[src/rtl/gshare_index_gen_if.sv]
// -----------------------------------------------------------------------------
// gshare_index_gen_if
// Purpose : bundles the branch-request, resolution and pattern-history-table
//           command signals of the gshare index generator.
// Signals :
//   br_valid/br_pc/br_ready       new branch asking for a prediction
//   res_valid/res_taken/res_ready oldest in-flight branch resolving
//   pht_en/pht_predict/pht_resolve/pht_incr/pht_decr/pht_index
//                                 registered command towards the table
//   outstanding                   number of predicted, unresolved branches
//   err_underflow                 sticky: resolution seen with nothing queued
// Modports: master = branch unit / testbench side, slave = index generator.
// -----------------------------------------------------------------------------
interface gshare_index_gen_if #(
  parameter int W_IND = 4,
  parameter int W_PC  = 32,
  parameter int DEPTH = 4
);
  localparam int W_OUT = $clog2(DEPTH) + 1;

  logic             br_valid;
  logic [W_PC-1:0]  br_pc;
  logic             br_ready;
  logic             res_valid;
  logic             res_taken;
  logic             res_ready;
  logic             pht_en;
  logic             pht_predict;
  logic             pht_resolve;
  logic             pht_incr;
  logic             pht_decr;
  logic [W_IND-1:0] pht_index;
  logic [W_OUT-1:0] outstanding;
  logic             err_underflow;

  modport master (
    output br_valid, br_pc, res_valid, res_taken,
    input  br_ready, res_ready, pht_en, pht_predict, pht_resolve,
           pht_incr, pht_decr, pht_index, outstanding, err_underflow
  );

  modport slave (
    input  br_valid, br_pc, res_valid, res_taken,
    output br_ready, res_ready, pht_en, pht_predict, pht_resolve,
           pht_incr, pht_decr, pht_index, outstanding, err_underflow
  );
endinterface

[src/rtl/gshare_index_gen.sv]
// -----------------------------------------------------------------------------
// gshare_index_gen
// Purpose : front end of the branch predictor. Forms the pattern history table
//           index as PC[W_IND+1:2] XOR global history, issues registered
//           predict/resolve commands to the table, and remembers the index of
//           every in-flight prediction so that its in-order resolution updates
//           the same table entry.
// Ports   :
//   clk  in  rising-edge clock
//   rst  in  asynchronous active-high reset
//   bus  slave modport of gshare_index_gen_if (request, resolution, commands)
// -----------------------------------------------------------------------------
module gshare_index_gen #(
  parameter int W_IND = 4,
  parameter int W_PC  = 32,
  parameter int DEPTH = 4
) (
  input  logic                 clk,
  input  logic                 rst,
  gshare_index_gen_if.slave    bus
);
  localparam int              W_PTR = $clog2(DEPTH);
  localparam int              W_OUT = W_PTR + 1;
  localparam logic [W_OUT-1:0] FULL = W_OUT'(DEPTH);

  logic [W_IND-1:0] r_ghr;
  logic [W_IND-1:0] r_queue [DEPTH];
  logic [W_PTR-1:0] r_wr_ptr;
  logic [W_PTR-1:0] r_rd_ptr;
  logic [W_OUT-1:0] r_count;
  logic             r_pht_en;
  logic             r_pht_predict;
  logic             r_pht_resolve;
  logic             r_pht_incr;
  logic             r_pht_decr;
  logic [W_IND-1:0] r_pht_index;
  logic             r_err_underflow;

  logic             w_empty;
  logic             w_br_ready;
  logic             w_res_acc;
  logic             w_br_acc;
  logic [W_IND-1:0] w_idx;
  logic [W_IND-1:0] w_head;

  assign w_empty    = (r_count == '0);
  // A pending resolution blocks new predictions in the same cycle, so push
  // and pop are mutually exclusive and only one command can be issued.
  assign w_br_ready = (r_count != FULL) & ~bus.res_valid;
  assign w_res_acc  = bus.res_valid & ~w_empty;
  assign w_br_acc   = bus.br_valid & w_br_ready;
  // History is non-speculative: the index uses the GHR as of acceptance.
  assign w_idx      = bus.br_pc[W_IND+1:2] ^ r_ghr;
  assign w_head     = r_queue[r_rd_ptr];

  // Index storage carries no reset; validity is tracked by the pointers.
  always_ff @(posedge clk) begin
    if (w_br_acc) begin
      r_queue[r_wr_ptr] <= w_idx;
    end
  end

  always_ff @(posedge clk or posedge rst) begin
    if (rst) begin
      r_ghr           <= '0;
      r_wr_ptr        <= '0;
      r_rd_ptr        <= '0;
      r_count         <= '0;
      r_pht_en        <= 1'b0;
      r_pht_predict   <= 1'b0;
      r_pht_resolve   <= 1'b0;
      r_pht_incr      <= 1'b0;
      r_pht_decr      <= 1'b0;
      r_pht_index     <= '0;
      r_err_underflow <= 1'b0;
    end else begin
      // Command strobes are single-cycle pulses following an acceptance.
      r_pht_en      <= w_res_acc | w_br_acc;
      r_pht_predict <= w_br_acc;
      r_pht_resolve <= w_res_acc;
      r_pht_incr    <= w_res_acc & bus.res_taken;
      r_pht_decr    <= w_res_acc & ~bus.res_taken;

      if (w_res_acc) begin
        // Pointers are W_PTR wide, so they wrap modulo DEPTH on their own.
        r_rd_ptr    <= r_rd_ptr + W_PTR'(1);
        r_count     <= r_count - W_OUT'(1);
        r_ghr       <= {r_ghr[W_IND-2:0], bus.res_taken};
        r_pht_index <= w_head;
      end else if (w_br_acc) begin
        r_wr_ptr    <= r_wr_ptr + W_PTR'(1);
        r_count     <= r_count + W_OUT'(1);
        r_pht_index <= w_idx;
      end

      if (bus.res_valid && w_empty) begin
        r_err_underflow <= 1'b1;
      end
    end
  end

  assign bus.br_ready      = w_br_ready;
  assign bus.res_ready     = ~w_empty;
  assign bus.pht_en        = r_pht_en;
  assign bus.pht_predict   = r_pht_predict;
  assign bus.pht_resolve   = r_pht_resolve;
  assign bus.pht_incr      = r_pht_incr;
  assign bus.pht_decr      = r_pht_decr;
  assign bus.pht_index     = r_pht_index;
  assign bus.outstanding   = r_count;
  assign bus.err_underflow = r_err_underflow;
endmodule

[src/flat_wrapper.sv]
// flat-port wrapper written by rule: the top's interface ports become plain ports
module gshare_index_gen_flat 
#(
  parameter int W_IND = 4,
  parameter int W_PC  = 32,
  parameter int DEPTH = 4
)
  (clk, rst, bus_br_valid, bus_br_pc, bus_res_valid, bus_res_taken, bus_br_ready, bus_res_ready, bus_pht_en, bus_pht_predict, bus_pht_resolve, bus_pht_incr, bus_pht_decr, bus_pht_index, bus_outstanding, bus_err_underflow);
  gshare_index_gen_if #(.W_IND(W_IND), .W_PC(W_PC), .DEPTH(DEPTH)) bus_i ();
  input  logic clk;
  input  logic rst;
  input wire logic [$bits(bus_i.br_valid)-1:0] bus_br_valid;
  input wire logic [$bits(bus_i.br_pc)-1:0] bus_br_pc;
  input wire logic [$bits(bus_i.res_valid)-1:0] bus_res_valid;
  input wire logic [$bits(bus_i.res_taken)-1:0] bus_res_taken;
  output wire logic [$bits(bus_i.br_ready)-1:0] bus_br_ready;
  output wire logic [$bits(bus_i.res_ready)-1:0] bus_res_ready;
  output wire logic [$bits(bus_i.pht_en)-1:0] bus_pht_en;
  output wire logic [$bits(bus_i.pht_predict)-1:0] bus_pht_predict;
  output wire logic [$bits(bus_i.pht_resolve)-1:0] bus_pht_resolve;
  output wire logic [$bits(bus_i.pht_incr)-1:0] bus_pht_incr;
  output wire logic [$bits(bus_i.pht_decr)-1:0] bus_pht_decr;
  output wire logic [$bits(bus_i.pht_index)-1:0] bus_pht_index;
  output wire logic [$bits(bus_i.outstanding)-1:0] bus_outstanding;
  output wire logic [$bits(bus_i.err_underflow)-1:0] bus_err_underflow;
  assign bus_i.br_valid = bus_br_valid;
  assign bus_i.br_pc = bus_br_pc;
  assign bus_i.res_valid = bus_res_valid;
  assign bus_i.res_taken = bus_res_taken;
  assign bus_br_ready = bus_i.br_ready;
  assign bus_res_ready = bus_i.res_ready;
  assign bus_pht_en = bus_i.pht_en;
  assign bus_pht_predict = bus_i.pht_predict;
  assign bus_pht_resolve = bus_i.pht_resolve;
  assign bus_pht_incr = bus_i.pht_incr;
  assign bus_pht_decr = bus_i.pht_decr;
  assign bus_pht_index = bus_i.pht_index;
  assign bus_outstanding = bus_i.outstanding;
  assign bus_err_underflow = bus_i.err_underflow;
  gshare_index_gen #(.W_IND(W_IND), .W_PC(W_PC), .DEPTH(DEPTH)) u_core (.clk(clk), .rst(rst), .bus(bus_i));
endmodule
[config.mk]
export PLATFORM = sky130hd
export DESIGN_NAME = gshare_index_gen_flat
export DESIGN_NICKNAME = d
export VERILOG_FILES = /design/src/rtl/gshare_index_gen_if.sv /design/src/rtl/gshare_index_gen.sv /design/src/flat_wrapper.sv
export SDC_FILE = /design/constraint.sdc
export NUM_CORES = 1
export LEC_CHECK = 0
export ABC_AREA = 1
export BUFFER_PORTS_ARGS = -buffer_cell sky130_fd_sc_hd__clkbuf_2
export CORE_AREA = 10 10 72 74
export CTS_BUF_LIST = sky130_fd_sc_hd__clkbuf_16
export DETAILED_ROUTE_END_ITERATION = 12
export DIE_AREA = 0 0 82 84
export PLACE_DENSITY = 0.7
export SYNTH_ARGS = -nofsm -noshare
export SYNTH_HDL_FRONTEND = slang
export SYNTH_SLANG_ARGS = --single-unit
[constraint.sdc]
create_clock -name clk -period 2.25 [get_ports clk]
set_clock_uncertainty 0.1 [all_clocks]
set_input_delay 0.1125 -clock clk [delete_from_list [all_inputs] [get_ports clk]]
set_output_delay 0.1125 -clock clk [all_outputs]
set_load 0.005 [all_outputs]
* Word level (Yosys, flattened, before mapping) *
Memories as Yosys holds them, arrays and structs flattened.
Index checks and enable logic that the tools add are counted.

cells by class
  bitwise logic cells = 11
  equal/unequal tests = 1
  reduce and logical (&&, ||, !) cells = 4
  mux-type cells = 6
  add/subtract/negate cells = 4

operators by type and width
  kind                                                                count
  4-bit two-way mux                                                   2
  3-bit two-way mux                                                   2
  1-bit bitwise AND                                                   5
  2-bit by 1-bit adder with 2-bit output, second input constant       2
  1-bit inverter                                                      4
  4-bit bitwise XOR                                                   1
  3-bit by 1-bit adder with 3-bit output, second input constant       1
  3-bit zero test                                                     1
  3-bit inequality test, second input constant                        1
  3-bit by 1-bit subtractor with 3-bit output, second input constant  1
  1-bit two-way mux                                                   2
  2-bit AND reduction                                                 1
  2-bit nonzero test                                                  1
  1-bit logical AND                                                   1
  1-bit bitwise OR                                                    1

word-level totals
  memories = 1
  output and inout bits = 15
  input bits = 37
  register bits = 21
  bits in writable memories = 16
  logic and storage cells = 38

memory list
  memory          depth  bits a word  rd ports  clocked after Yosys merged registers in  wr ports  RTL line                RTL
  u_core.r_queue  4      4            1         0                                        1         gshare_index_gen.sv:27  logic [W_IND-1:0] r_queue [DEPTH];

* Depth between registers and ports, before layout *
Gate-level depths: netlist (run 1).

  depth in word-level cells = 5
  depth in mapped cells = 14
  gate-level depth less buffers = 13

* Worst setup path after synthesis (run 1) *
Ideal clock, no wire load.

  path type = register -> register
  start = register u_core.r_count[0] (netlist: u_core.bus.outstanding[0])
  end = register u_core.r_count[2] (netlist: u_core.bus.outstanding[2])
  arrival time = 1.470 ns
  path buffers = 1
  clock period less this slack = 1.686 ns
  setup time = 0.117 ns
  stages on the path, launching flop included = 15
  required time = 2.033 ns
  slack = 0.564 ns
  path through = dfrtp_1 nor2_4 nand2_4 nand2_4 buf_6 nand2_1 nand2_1 inv_1 ha_1 inv_1 nand2_1 nand2_1 nand2_1 nand2_1 nand2_1

on the way
  cells in the longest elaborated chain, start to end = 4
  elaborated cells on any way between the ends = 11
  those cells by class = add/sub (2); eq/ne (1); mux (2); bitwise (4); reduce/logical (2)

RTL lines
  what                                                     RTL line                RTL
  start, declared                                          gshare_index_gen.sv:30  logic [W_OUT-1:0] r_count;
  start signal, assigned                                   gshare_index_gen.sv:87  r_count <= r_count - W_OUT'(1);
  start signal, assigned                                   gshare_index_gen.sv:92  r_count <= r_count + W_OUT'(1);
  3-bit zero test (*)                                      gshare_index_gen.sv:46  assign w_empty = (r_count == '0);
  1-bit inverter (*)                                       --
  via bus_res_ready                                        flat_wrapper.sv:17      output wire logic [$bits(bus_i.res_ready)-1:0] bus_res_ready;
  1-bit bitwise AND (*)                                    gshare_index_gen.sv:50  assign w_res_acc = bus.res_valid & ~w_empty;
  3-bit two-way mux or 2-bit nonzero test (tied branches)  --

The timed path passes the listed nets; every way through them passes the cells marked *. The select of a mux whose other input is x is not followed.
A chain may end at the register's enable or synchronous reset.

* Worst setup path after layout (run 1) *
  start = register u_core.r_count[0] (netlist: u_core.bus.outstanding[0])
  end = register u_core.r_count[2] (netlist: u_core.bus.outstanding[2])

on the way
  cells in the longest elaborated chain, start to end = 4
  elaborated cells on any way between the ends = 11
  those cells by class = add/sub (2); eq/ne (1); mux (2); bitwise (4); reduce/logical (2)

RTL lines
  what
  parallel branches: the longest is 4 deep, another holds 3-bit by 1-bit adder with 3-bit output

Several ways; the timed one is not identified. The select of a mux whose other input is x is not followed.

==> results of run 1 <==
## cell families (layout without fill, tap and decap cells)
group	count (synthesis)	after routing	synth area share (%)
AOI/OAI and AO/OA	17	17	5.57
xor gates and xnor gates	7	7	3.74
adders and majority gates	5	5	3.81
buffers and inverters	24	54	6.25
DFF	37	37	61.3
and+or+nand+nor	66	66	19.3
## flip-flops by register name (all words and copies together) (netlist names)
signal / cells
u_core.bus.outstanding: 3
u_core.r_wr_ptr: 2
u_core.bus.pht_resolve: 1
u_core.bus.pht_decr: 1
u_core.r_ghr: 4
u_core.bus.pht_incr: 1
u_core.r_queue: 16
u_core.bus.err_underflow: 1
u_core.r_rd_ptr: 2
u_core.bus.pht_index: 4
u_core.bus.pht_en: 1
u_core.bus.pht_predict: 1
## layout make-up
type                       count  area (um2)  area share (%)
inverter                      21        81.3            4.09
timing repair buffer          25         135            6.80
multi-input combinational     95         532            26.7
clock buffer                   5         125            6.29
tap                           50        62.6            3.15
clock inverter                 3        46.3            2.33
sequential                    37        1010            50.6
## layer usage
layer	vias up	wire, um	track usage [%]
met5	-	0	0
met4	0	38	4.95
met3	4	164	3.77
met2	22	1530	15.5
met1	517	1310	10.0
li1	552	-	-
## layout by cell type (no fill, tap or decap), types with 2 or more instances in the layout
cell type | synthesis | routed
a21oi_1 | 2 | 2
o21ai_0 | 11 | 11
clkbuf_16 | 0 | 5
inv_2 | 3 | 3
dlygate4sd3_1 | 0 | 2
nand3_1 | 12 | 12
clkbuf_2 | 0 | 23
ha_1 | 5 | 5
xor2_1 | 7 | 7
nand2_1 | 31 | 31
dfrtp_1 | 21 | 21
o21ai_1 | 2 | 2
inv_1 | 17 | 17
edfxtp_1 | 16 | 16
nor2_1 | 16 | 16
nand2_4 | 3 | 3
nor2_4 | 2 | 2
## worst max-delay path by stage
| stage | slack, ps | from | to | depth (start not counted) |
|---|---|---|---|---|
| final | 500 | u_core.bus.outstanding[0] | u_core.bus.outstanding[2] | 13 |
| after global routing | 280 | u_core.bus.outstanding[0] | u_core.bus.outstanding[2] | 13 |
| after CTS | 480 | u_core.bus.outstanding[0] | u_core.bus.outstanding[2] | 13 |
| after detailed placement | 490 | u_core.bus.outstanding[0] | u_core.bus.outstanding[2] | 13 |
| after global placement | 510 | u_core.bus.outstanding[0] | u_core.bus.outstanding[2] | 13 |
| after floorplan | 560 | u_core.bus.outstanding[0] | u_core.bus.outstanding[2] | 14 |
## critical path, delay by kind of cell, from the launching register on
kind / cells / cell delay [ps]
buffers and inverters: 2 / 100
flip-flops: 1 / 450
AND/OR/NAND/NOR: 10 / 810
adder cells (fa/ha/maj): 1 / 170
## stage by stage
step                      instance area (um2)  power (uW)  cells  hold WS (ps)
after global placement                   1800        1910    226           183
after detailed placement                 1800        1920    226           200
after floorplan                          1640        1680    156         -11.0
final                                    1990        2700    236          80.5
after CTS                                1990        2730    236          74.6
after global routing                     1990        2900    236           106
## timing repair
| item | in CTS | in global routing |
|---|---|---|
| hold buffers | 2 | 0 |
| buffers inserted | 0 | 0 |
| endpoints found under the hold margin | 23 | 0 |
## power groups by stage
stage                     clock, uW  combinational (uW)  sequential (uW)
after floorplan                   0                 615             1070
after global placement            0                 788             1120
after detailed placement          0                 802             1120
after CTS                       801                 819             1110
after global routing            830                 928             1140
final                           785                 800             1110
==> run summary, run 1 <==
power share of the clock group -> 29.1%
hold crit path type -> input pin to register
initial antenna violation count -> 0
Clock Sinks -> 37
worst skew pair latency -> 280 ps
Starting Density -> 42.5%
TritonCTS clock tree -> yes
Buffers on Ports -> 23
GPL Wtd Cong -> 0.768
max_cap viols -> 0
vias in the first global route -> 1100
worst r2r src -> u_core.bus.outstanding[0]
final setup margin -> 497 ps
Critical Path Start Type -> register
WHS Endpoint -> u_core.r_wr_ptr[0]
Iter 0 DRT Violations -> 21
H-tree Lvls -> 2
PostCTS Resize Cnt -> 0
layout overhead on the synthesized area -> 21.2%
DP Worst Slack -> 490 ps
count of flip-flops with a built-in enable after synthesis -> 16
Worst-path clk slew -> 50 ps
Overall Global Routing Usage -> 9.47%
die area -> 6890 um2
setup tns final -> 0 ps
drt drc -> 0
CTS Buffer Depth -> 2
Synth Flop Type -> dfrtp_1
core footprint -> 3860 um2
Final Slew Violations -> 0
Slew @ Worst Pin -> 801 ps
Syn. warnings -> 0
worst hold start -> bus_br_valid
Worst VDD drop -> 0.000679 V
post-route minimum period -> 1750 ps
global-route wire length before repair -> 5060 um
DR pass1 iterations -> 4
Syn Nets -> 198
synth unique cells -> 21
vias per std cell -> 4.64
final net count -> 227
Die Y -> 84 um
count leader, synth -> nand2_1
Comb pwr share -> 29.6%
Cells after Synth -> 156
cell row count -> 23
final-report hold violation count -> 0
Post-synth top cells -> nand2_1, dfrtp_1, inv_1
CP peak stage delay -> 450 ps
DRT antenna net count -> 0
Final HPWL DP -> 2100 um
WP data arrival -> 1820 ps
cells taking the most area after synthesis -> dfrtp_1, edfxtp_1, nand2_1
CTS root buf -> clkbuf_16
FILL cells -> 353
slowest CP cell -> dfrtp_1
crit-path max FO -> 13
Int Power -> 1770 uW
Finish-stage setup viols -> 0
share of layout cells above drive strength 1 -> 23.1%
final core utilization -> 51.6%
relative slew slack -> 46.5%
Async SR Flop Fraction -> 56.8%
Reg2Reg Depth -> 13
sequential share of power -> 41.3%
largest net degree at the start of global routing -> 22
via count -> 1095
wire per inst -> 12.9 um
status -> completed
WL final -> 3040 um
Sw Ratio -> 34.3%
Pleak -> 0.000928 uW
Required @ worst endpoint -> 2320 ps
Net Sw Power -> 925 uW
final period utilization -> 77.9%
Critical Path End Type -> register
hold path depth -> 3
RSZ-0062 raised after global routing -> no
I/O pin total -> 52
FMAX -> 570 MHz
cts bufs inserted -> 5
Yosys reg bits -> 37
crit-path cells -> nor2_4 -> nand2_4 -> nand2_4 -> nand2_1 -> nand2_1 -> inv_1 -> ha_1 -> inv_1 -> nand2_1 -> nand2_1 -> nand2_1 -> nand2_1 -> nand2_1
critical path class -> register to register
post-synth top area share -> 32.0%
synthesized area per cell -> 10.5 um2
GR Overflow Total -> 0
Cell Pwr Density -> 1360 nW/um2
Yosys top cell by area -> dfrtp_1
sequential-to-total area share from yosys stat -> 61.3%
r2r endpoint -> u_core.bus.outstanding[2]
Ant. Diodes -> 0
FF-to-FF setup slack -> 500 ps
Syn Std Cell Area -> 1640 um2
Top cell by count, worst path -> nand2_1
die width -> 82 um
No activity file was read; power rests on OpenSTA's default activity.
==> run 2, diff against run 1 <==
PLACE_DENSITY = 0.72   (was 0.7)
clock period = 1.4 ns   (was 2.25 ns; I/O delays follow)
==> run summary, run 2 (synthesis results as in run 1) <==
WL final -> 3210 um
final net count -> 245
Final Slew Violations -> 0
DP Worst Slack -> -83.2 ps
global-route wire length before repair -> 5300 um
worst hold start -> bus_br_pc[2]
worst r2r src -> u_core.bus.outstanding[1]
Ant. Diodes -> 0
layout overhead on the synthesized area -> 30.4%
vias per std cell -> 4.61
setup tns final -> -294 ps
status -> complete, but fails checks
initial antenna violation count -> 0
post-route minimum period -> 1470 ps
critical path class -> register to register
max reg flops -> 16
Overall Global Routing Usage -> 9.82%
vias in the first global route -> 1147
Starting Density -> 42.5%
final-report hold violation count -> 0
crit path from -> u_core.bus.outstanding[1]
Worst VDD drop -> 0.00117 V
wire per inst -> 12.6 um
via count -> 1170
core footprint -> 3860 um2
die area -> 6890 um2
TritonCTS clock tree -> yes
relative slew slack -> 75.1%
FMAX -> 682 MHz
Largest Register -> u_core.r_queue
die width -> 82 um
cts bufs inserted -> 5
Critical Path Start Type -> register
GPL Wtd Cong -> 0.783
most common cell after layout, fill and taps aside -> nand2_1
FILL cells -> 337
crit-path max FO -> 3
I/O pin total -> 52
Cell Pwr Density -> 2100 nW/um2
Required @ worst endpoint -> 1470 ps
r2r endpoint -> u_core.bus.outstanding[2]
DRT antenna net count -> 0
WP data arrival -> 1540 ps
hold crit path type -> input pin to register
H-tree Lvls -> 2
Clock Sinks -> 37
max_cap viols -> 0
share of layout cells above drive strength 1 -> 34.8%
Die Y -> 84 um
cell row count -> 23
failing checks -> setup timing
Critical Path End Type -> register
Reg2Reg Depth -> 13
DR pass1 iterations -> 4
Final HPWL DP -> 2360 um
Placed Cells -> 243
final setup margin -> -66.6 ps
Pleak -> 0.00101 uW
CTS root buf -> clkbuf_16
Buffers on Ports -> 23
Iter 0 DRT Violations -> 70
final std cells w/o fill -> 254
final period utilization -> 105%
Worst-path clk slew -> 50 ps
final core utilization -> 55.5%
drt drc -> 0
FF-to-FF setup slack -> -70 ps
largest net degree at the start of global routing -> 22
GR Overflow Total -> 0
CTS Buffer Depth -> 2
Slew @ Worst Pin -> 372 ps
commonest non-fill, non-tap cells in the layout -> nand2_1, clkbuf_2, dfrtp_1, buf_4, edfxtp_1
Finish-stage setup viols -> 20
RSZ-0062 raised after global routing -> yes
Setup crit end -> u_core.bus.outstanding[2]
worst skew pair latency -> 270 ps
==> run 2: cell types whose count changed in the layout (fill, tap and decap cells not counted), moves of 2 or more <==
cell and delta:
nand2_1 -3, clkinv_2 +2, nand2_2 +2, buf_6 +2, inv_2 +2, nor2_2 +2, inv_1 -2, nor2_1 -2
buf_4 +16
==> run 2: final cells by class <==
| type | count | area (um2) | area share (%) |
|---|---|---|---|
| clock inverters | 3 | 17.5 | 0.819 |
| repair buffers | 43 | 278 | 13.0 |
| multi-input cells | 95 | 567 | 26.5 |
| flip-flops and latches | 37 | 1010 | 47.1 |
| inverters | 21 | 81.3 | 3.80 |
| well taps | 50 | 62.6 | 2.93 |
| clock buffers | 5 | 125 | 5.85 |
==> run 2: critical path, cell delays in order, from the launching register on <==
cell,delay (ps)
dfrtp_1,400
nor2_4,150
nand2_4,80
nand2_4,70
nand2_2,50
nand2_2,50
inv_2,40
ha_4,140
inv_2,50
nand2_1,40
nand2_1,50
nand2_1,40
nand2_1,50
nand2_1,40
==> run 2: worst min path at each step <==
stage,cells past startpoint,to
2_1_floorplan,1,u_core.bus.err_underflow
3_3_place_gp,3,u_core.bus.pht_decr
3_5_place_dp,3,u_core.bus.pht_decr
4_1_cts,2,u_core.r_queue[3][2]
5_1_grt,2,u_core.r_queue[2][2]
6_report,2,u_core.r_queue[3][0]
==> run 2: power by group <==
group	total (uW)	internal, uW	switching (uW)	leakage (uW)
combinational	1710	741	964	0.000549
sequential	1740	1520	220	0.000395
clock	1050	651	399	0.0000696
total	4500	2910	1580	0.00101
==> run 2: layer usage <==
layer / wire, um / part of all wire (%) / track usage [%] / vias up
met4: 58 / 1.8 / 3.72 / 0
met2: 1480 / 46 / 15.3 / 28
met3: 235 / 7.3 / 4.20 / 7
met1: 1430 / 45 / 11.5 / 545
li1: - / - / - / 590
met5: 0 / 0 / 0 / -
==> run 2: per-stage QoR <==
stage               total power (uW)  hold slack [ps]  instance area [um2]
detailed placement              3350            -2.17                 1930
floorplan                       2710            -53.5                 1640
CTS                             4470             71.0                 2110
finish                          4500             75.4                 2140
global route                    4850             86.9                 2140
global placement                3290            -10.2                 1930
==> run 2: timing repair <==
| item | 4_1_cts | 5_1_grt |
|---|---|---|
| setup endpoints to repair | 21 | 30 |
| endpoints found under the hold margin | 24 | 0 |
| gates resized for setup | 6 | 9 |
| pin swaps | 5 | 4 |
| hold buffers | 2 | 0 |
| buffers inserted | 1 | 0 |
